**src/rtl/PKG_pwm.sv**
```systemverilog
`default_nettype none
// +--------------------------------------------------------------------+
// | PKG_pwm : shared PWM control-field types and carrier width          |
// | Rev 1.0                                                             |
// +--------------------------------------------------------------------+
`ifndef PWMCOUNT_WIDTH
`define PWMCOUNT_WIDTH 16
`endif

package PKG_pwm;

  typedef enum logic {
    PWM_OFF = 1'b0,
    PWM_ON  = 1'b1
  } _pwm_onoff;

  typedef enum logic [1:0] {
    CNT_UP     = 2'd0,
    CNT_DOWN   = 2'd1,
    CNT_UPDOWN = 2'd2,
    CNT_HOLD   = 2'd3
  } _count_mode;

  typedef enum logic {
    CLKDIV_OFF = 1'b0,
    CLKDIV_ON  = 1'b1
  } _clkdiv_onoff;

  typedef enum logic {
    INT_OFF = 1'b0,
    INT_ON  = 1'b1
  } _int_onoff;

endpackage
`default_nettype wire

```
**src/rtl/pwm_prescaler.sv**
```systemverilog
`default_nettype none
// +--------------------------------------------------------------------+
// | pwm_prescaler : tick every clkdiv+1 cycles when enabled, else always|
// | Rev 1.0                                                             |
// +--------------------------------------------------------------------+
module pwm_prescaler #(
  parameter int DIV_WIDTH = 8
) (
  input  logic                 clk,
  input  logic                 rst_n,
  input  logic                 en,
  input  logic [DIV_WIDTH-1:0] clkdiv,
  output logic                 tick
);

  logic [DIV_WIDTH-1:0] r_cnt;
  logic                 w_wrap;

  // >= keeps the counter bounded if clkdiv is lowered while running
  assign w_wrap = (r_cnt >= clkdiv);
  assign tick   = !en || w_wrap;

  always_ff @(posedge clk) begin
    if (!rst_n) begin
      r_cnt <= '0;
    end else if (!en || w_wrap) begin
      r_cnt <= '0;
    end else begin
      r_cnt <= r_cnt + 1'b1;
    end
  end

endmodule
`default_nettype wire

```
**src/rtl/pwm_carrier_counter.sv**
```systemverilog
`default_nettype none
// +--------------------------------------------------------------------+
// | pwm_carrier_counter : up/down/up-down PWM carrier with event pulses |
// | Rev 1.0                                                             |
// +--------------------------------------------------------------------+
module pwm_carrier_counter
  import PKG_pwm::*;
#(
  parameter int CNT_WIDTH = `PWMCOUNT_WIDTH,
  parameter int DIV_WIDTH = 8
) (
  input  logic                 clk,
  input  logic                 rst_n,
  input  _pwm_onoff            pwm_onoff,
  input  _count_mode           count_mode,
  input  _clkdiv_onoff         pwmclkdiv_onoff,
  input  _int_onoff            int_onoff,
  input  logic [DIV_WIDTH-1:0] clkdiv,
  input  logic [CNT_WIDTH-1:0] period,
  input  logic                 irq_clr,
  output logic [CNT_WIDTH-1:0] carrier,
  output logic                 dir_down,
  output logic                 zero_evt,
  output logic                 max_evt,
  output logic                 shadow_load,
  output logic                 irq
);

  logic [CNT_WIDTH-1:0] r_carrier;
  logic [CNT_WIDTH-1:0] r_period_act;
  _count_mode           r_mode_act;
  logic                 r_dir_down;
  logic                 r_zero_evt;
  logic                 r_max_evt;
  logic                 r_shadow_load;
  logic                 r_irq;

  logic                 w_run;
  logic                 w_tick;
  logic                 w_step;
  logic [CNT_WIDTH-1:0] w_next_carrier;
  logic                 w_next_dir;
  logic                 w_zero;
  logic                 w_max;
  logic                 w_irq_set;

  assign w_run = (pwm_onoff == PWM_ON);

  pwm_prescaler #(
    .DIV_WIDTH (DIV_WIDTH)
  ) u_prescaler (
    .clk    (clk),
    .rst_n  (rst_n),
    .en     (w_run && (pwmclkdiv_onoff == CLKDIV_ON)),
    .clkdiv (clkdiv),
    .tick   (w_tick)
  );

  always_comb begin
    w_next_carrier = r_carrier;
    w_next_dir     = r_dir_down;
    case (r_mode_act)
      CNT_UP: begin
        w_next_dir     = 1'b0;
        w_next_carrier = (r_carrier >= r_period_act) ? '0 : r_carrier + 1'b1;
      end
      CNT_DOWN: begin
        w_next_dir     = 1'b1;
        w_next_carrier = (r_carrier == '0) ? r_period_act : r_carrier - 1'b1;
      end
      CNT_UPDOWN: begin
        // A zero carrier always restarts upward, so a stale dir_down never underflows
        if (!(r_dir_down && (r_carrier != '0)) && (r_carrier < r_period_act)) begin
          w_next_carrier = r_carrier + 1'b1;
          w_next_dir     = (w_next_carrier == r_period_act);
        end else begin
          w_next_carrier = (r_carrier == '0) ? '0 : r_carrier - 1'b1;
          w_next_dir     = (w_next_carrier != '0);
        end
      end
      default: begin
        w_next_carrier = r_carrier;
        w_next_dir     = r_dir_down;
      end
    endcase
  end

  assign w_step    = w_run && w_tick && (r_mode_act != CNT_HOLD);
  assign w_zero    = w_step && (w_next_carrier == '0);
  assign w_max     = w_step && (w_next_carrier == r_period_act) && (r_period_act != '0);
  assign w_irq_set = w_zero && (int_onoff == INT_ON);

  always_ff @(posedge clk) begin
    if (!rst_n) begin
      r_carrier     <= '0;
      r_period_act  <= '0;
      r_mode_act    <= CNT_UP;
      r_dir_down    <= 1'b0;
      r_zero_evt    <= 1'b0;
      r_max_evt     <= 1'b0;
      r_shadow_load <= 1'b0;
      r_irq         <= 1'b0;
    end else begin
      r_zero_evt    <= 1'b0;
      r_max_evt     <= 1'b0;
      r_shadow_load <= 1'b0;
      if (!w_run) begin
        r_carrier    <= '0;
        r_dir_down   <= 1'b0;
        r_period_act <= period;
        r_mode_act   <= count_mode;
      end else if (w_step) begin
        r_carrier  <= w_next_carrier;
        r_dir_down <= w_next_dir;
        r_zero_evt <= w_zero;
        r_max_evt  <= w_max;
        if (w_zero) begin
          r_period_act  <= period;
          r_mode_act    <= count_mode;
          r_shadow_load <= 1'b1;
        end
      end
      r_irq <= w_irq_set | (r_irq & ~irq_clr);
    end
  end

  assign carrier     = r_carrier;
  assign dir_down    = r_dir_down;
  assign zero_evt    = r_zero_evt;
  assign max_evt     = r_max_evt;
  assign shadow_load = r_shadow_load;
  assign irq         = r_irq;

endmodule
`default_nettype wire

```
**config.mk**
```make
export PLATFORM = sky130hd
export DESIGN_NAME = pwm_carrier_counter
export DESIGN_NICKNAME = d
export VERILOG_FILES = /design/src/rtl/PKG_pwm.sv /design/src/rtl/pwm_prescaler.sv /design/src/rtl/pwm_carrier_counter.sv
export SDC_FILE = /design/constraint.sdc
export NUM_CORES = 1
export LEC_CHECK = 0
export ABC_AREA = 1
export CORE_UTILIZATION = 53
export DETAILED_ROUTE_END_ITERATION = 12
export PLACE_DENSITY = 0.78
export RECOVER_POWER = 100
export SLEW_MARGIN = 20
export SYNTH_ARGS = -nofsm -noshare
export SYNTH_HDL_FRONTEND = slang
export SYNTH_SLANG_ARGS = --single-unit
```
**constraint.sdc**
```tcl
create_clock -name clk -period 2.6 [get_ports clk]
set_input_delay 0.39 -clock clk [delete_from_list [all_inputs] [get_ports clk]]
set_output_delay 0.39 -clock clk [all_outputs]
set_load 0.005 [all_outputs]
```
==> reports/summary.txt <==
Num Clock Sinks: 46
worst min path class: flop to flop
io pins: 53
CP arrival: 3.10 ns
Die Footprint: 0.009893 mm^2
clock buffer depth: 2
fin area: 0.007178 mm^2
failing checks: setup timing
area of the multi-input gates: 0.003963 mm^2
clock share of power: 18.4%
Routed Antenna Nets: 0
syn_area_per_cell: 6.008 um^2
root buffer cell: clkbuf_8
Final Slew Violations: 0
Critical Path End: r_period_act[10]
Via Count: 6505
Fmax: 0.3499 GHz
Met3 Routed Length: 2157 um
gp weighted congestion: 1.006
Reg clk slew, reported paths: 0.10 ns
Fill cells: 718
most common cell after layout, fill and taps aside: nand2_1
startpoint types: flop
vias in the first global route: 6213
GRT Total Usage: 41.68%
Switch Pwr: 1379 uW
internal power: 1761 uW
WHS: 0.4776 ns
Metal-1 WL: 8073 um
Seq pwr share: 24.8%
post-synthesis cell type count: 44
endpoints failing setup: 24
reg2reg path depth: 21
fin nets: 1075
# diodes: 0
post-synthesis sequential area ratio: 18.29%
WL per Instance: 18.53 um
Port-buffer cells: 52
CTS tree: yes
Final Cycle Share: 109.9%
outcome: finished, violations left
Die Wd: 99.47 um
Synth Flop Type: dfxtp_1
placed cell area: 0.006431 mm^2
#FFs+latches synth: 46
Worst slew margin: 52.06%
hold_buf cts: 0
register area: 943.4 um^2
Synth async-reset ratio: 0%
crit path max fanout: 7
Syn Inst Count: 838
Total Wirelength: 21140 um
most frequent cells in the layout: nand2_1 (211), buf_4 (122), inv_1 (91)
RSZ-0062 raised after global routing: yes
1st-iter DRT viols: 622
syn_nets: 902
combinational power share: 56.8%
first-pass GRT wire length: 31620 um
Post-Synthesis Cell Area: 0.005035 mm^2
Worst Clk Skew: 0.01707 ns
Place WS: -0.3300 ns
total power per unit cell area: 437.4 mW/mm^2
Congestion Overflow GR: 0
1st-pass router iterations: 6
Slew @ Worst Pin: 0.7125 ns
met2 routed WL: 9620 um
worst vdd ir: 0.0003270 V
max cap viols: 0
R2R setup slack: -0.26 ns
Die Y: 99.47 um
top layer in use: met4
post-route setup slack: -0.2579 ns
worst setup path start: carrier[11]
Sum Neg Setup Slack: -4.624 ns
H-tree depth: 2
DRC violations left: 0
CTS Buf Count: 5
initial antenna violation count: 0
critical path class: flop to flop
Via density: 5.701
Switching Share: 43.93%
synth-to-layout area growth: 42.57%
detailed placement HPWL: 15480 um
layout cells sized above 1: 31.32%
Leak: 0.003566 uW
post-route minimum period: 2.858 ns
Reg-to-Reg End: r_period_act[10]
worst endpoint required time: 2.84 ns
Starting Density: 54.49%
Worst-Skew Late Latency: 0.32 ns
number of core rows: 35
Final Hold Fails: 0
crit end category: flop
Core Area: 0.009240 mm^2
Post-synth EDFFs: 0
largest net degree at the start of global routing: 22
Synth Warn #: 0
Reg2Reg Launch Point: carrier[11]
synth_stat cells, types with 2 or more instances:
cell | count | area, um^2
xor2_1 | 22 | 192.7
o21ai_0 | 35 | 175.2
nor4_1 | 5 | 31.28
nand2_2 | 15 | 93.84
buf_6 | 6 | 67.56
nor2_4 | 9 | 101.4
inv_1 | 104 | 390.4
buf_2 | 5 | 25.02
o22ai_1 | 3 | 18.77
nand4_1 | 16 | 100.1
o211ai_1 | 5 | 37.54
clkinv_1 | 3 | 11.26
o21bai_1 | 2 | 15.01
dfxtp_1 | 46 | 920.9
ha_1 | 32 | 400.4
nor2_1 | 107 | 401.6
inv_2 | 4 | 15.01
nand3_1 | 64 | 320.3
nand2_4 | 6 | 67.56
o21a_1 | 2 | 15.01
a21oi_1 | 27 | 135.1
o21ai_1 | 10 | 50.05
nand3_2 | 15 | 150.1
nand2_1 | 236 | 885.9
o2111ai_1 | 2 | 17.52
nor3_1 | 7 | 35.03
nor3b_1 | 4 | 30.03
nor2_2 | 19 | 118.9
clkbuf_1 | 8 | 30.03
buf_4 | 5 | 37.54
power groups by stage:
stage	logic, uW	registers [uW]	clock network, uW
4_1_cts	1590	773	577
5_1_grt	1900	781	600
3_3_place_gp	1430	778	0
3_5_place_dp	1460	781	0
2_1_floorplan	874	792	0
6_report	1780	779	579
layer usage:
layer | GRT usage (%) | up-vias
met4 | 21.61 | 0
met1 | 52.24 | 2917
met5 | 0 | -
met2 | 68.43 | 453
li1 | - | 3021
met3 | 7.449 | 114
through the flow:
| step | util [%] | total power (uW) | std cells |
|---|---|---|---|
| after global routing | 77.68 | 3284 | 1141 |
| after detailed placement | 69.60 | 2236 | 1110 |
| after global placement | 69.60 | 2211 | 1110 |
| after CTS | 75.33 | 2937 | 1132 |
| after floorplan | - | 1666 | 838 |
| final | 77.68 | 3140 | 1141 |
sequential cells by signal, summed over array words and instances (netlist names):
signal             cells
carrier               16
r_period_act          16
u_prescaler.r_cnt      8
r_mode_act             2
dir_down               1
irq                    1
max_evt                1
zero_evt               1
timing repair:
item,CTS,global route
resized for setup,76,52
endpoints found under the setup margin,21,23
cloned,3,3
buffers inserted,11,9
pin swaps,30,34
worst min-delay path by stage:
stage,startpoint,to,slack [ns],cells after the start
floorplan,u_prescaler.r_cnt[0],u_prescaler.r_cnt[0],0.43,1
global placement,u_prescaler.r_cnt[0],u_prescaler.r_cnt[0],0.44,1
detailed placement,u_prescaler.r_cnt[0],u_prescaler.r_cnt[0],0.45,1
CTS,u_prescaler.r_cnt[0],u_prescaler.r_cnt[0],0.48,1
global route,irq,irq,0.51,2
finish,irq,irq,0.48,2
worst max-delay path, stage by stage (launching register included):
cell	delay (ns)
dfxtp_1	0.43
ha_4	0.25
nand2_4	0.07
inv_1	0.07
nand2_1	0.09
nand2_1	0.07
nand2_1	0.08
and2_4	0.23
nand3_4	0.13
buf_4	0.16
nand2_1	0.05
nand3_1	0.08
nand3_1	0.13
nand2_2	0.10
nand2_2	0.09
nor2_2	0.04
nand2_2	0.09
nor2_4	0.05
buf_12	0.14
nor2_4	0.25
nor2_2	0.05
nor2_1	0.12
cell families after synthesis:
| group | after synthesis | synth area share, % |
|---|---|---|
| AND/OR/NAND/NOR | 510 | 48.14 |
| buffers and inverters | 138 | 11.93 |
| adder cells (fa/ha/maj) | 32 | 7.952 |
| AO/OA/AOI/OAI | 89 | 9.692 |
| flip-flops | 46 | 18.29 |
| XOR/XNOR | 23 | 4.001 |
cell type report:
type                       count  share of cell area, %
sequential                    46                  13.14
clock inverter                 3                 0.5578
inverter                     111                  5.839
tap                          129                  2.249
multi-input combinational    660                  55.20
clock buffer                   5                 0.9587
timing repair buffer         187                  22.05
No activity file was read; power rests on OpenSTA's default activity.
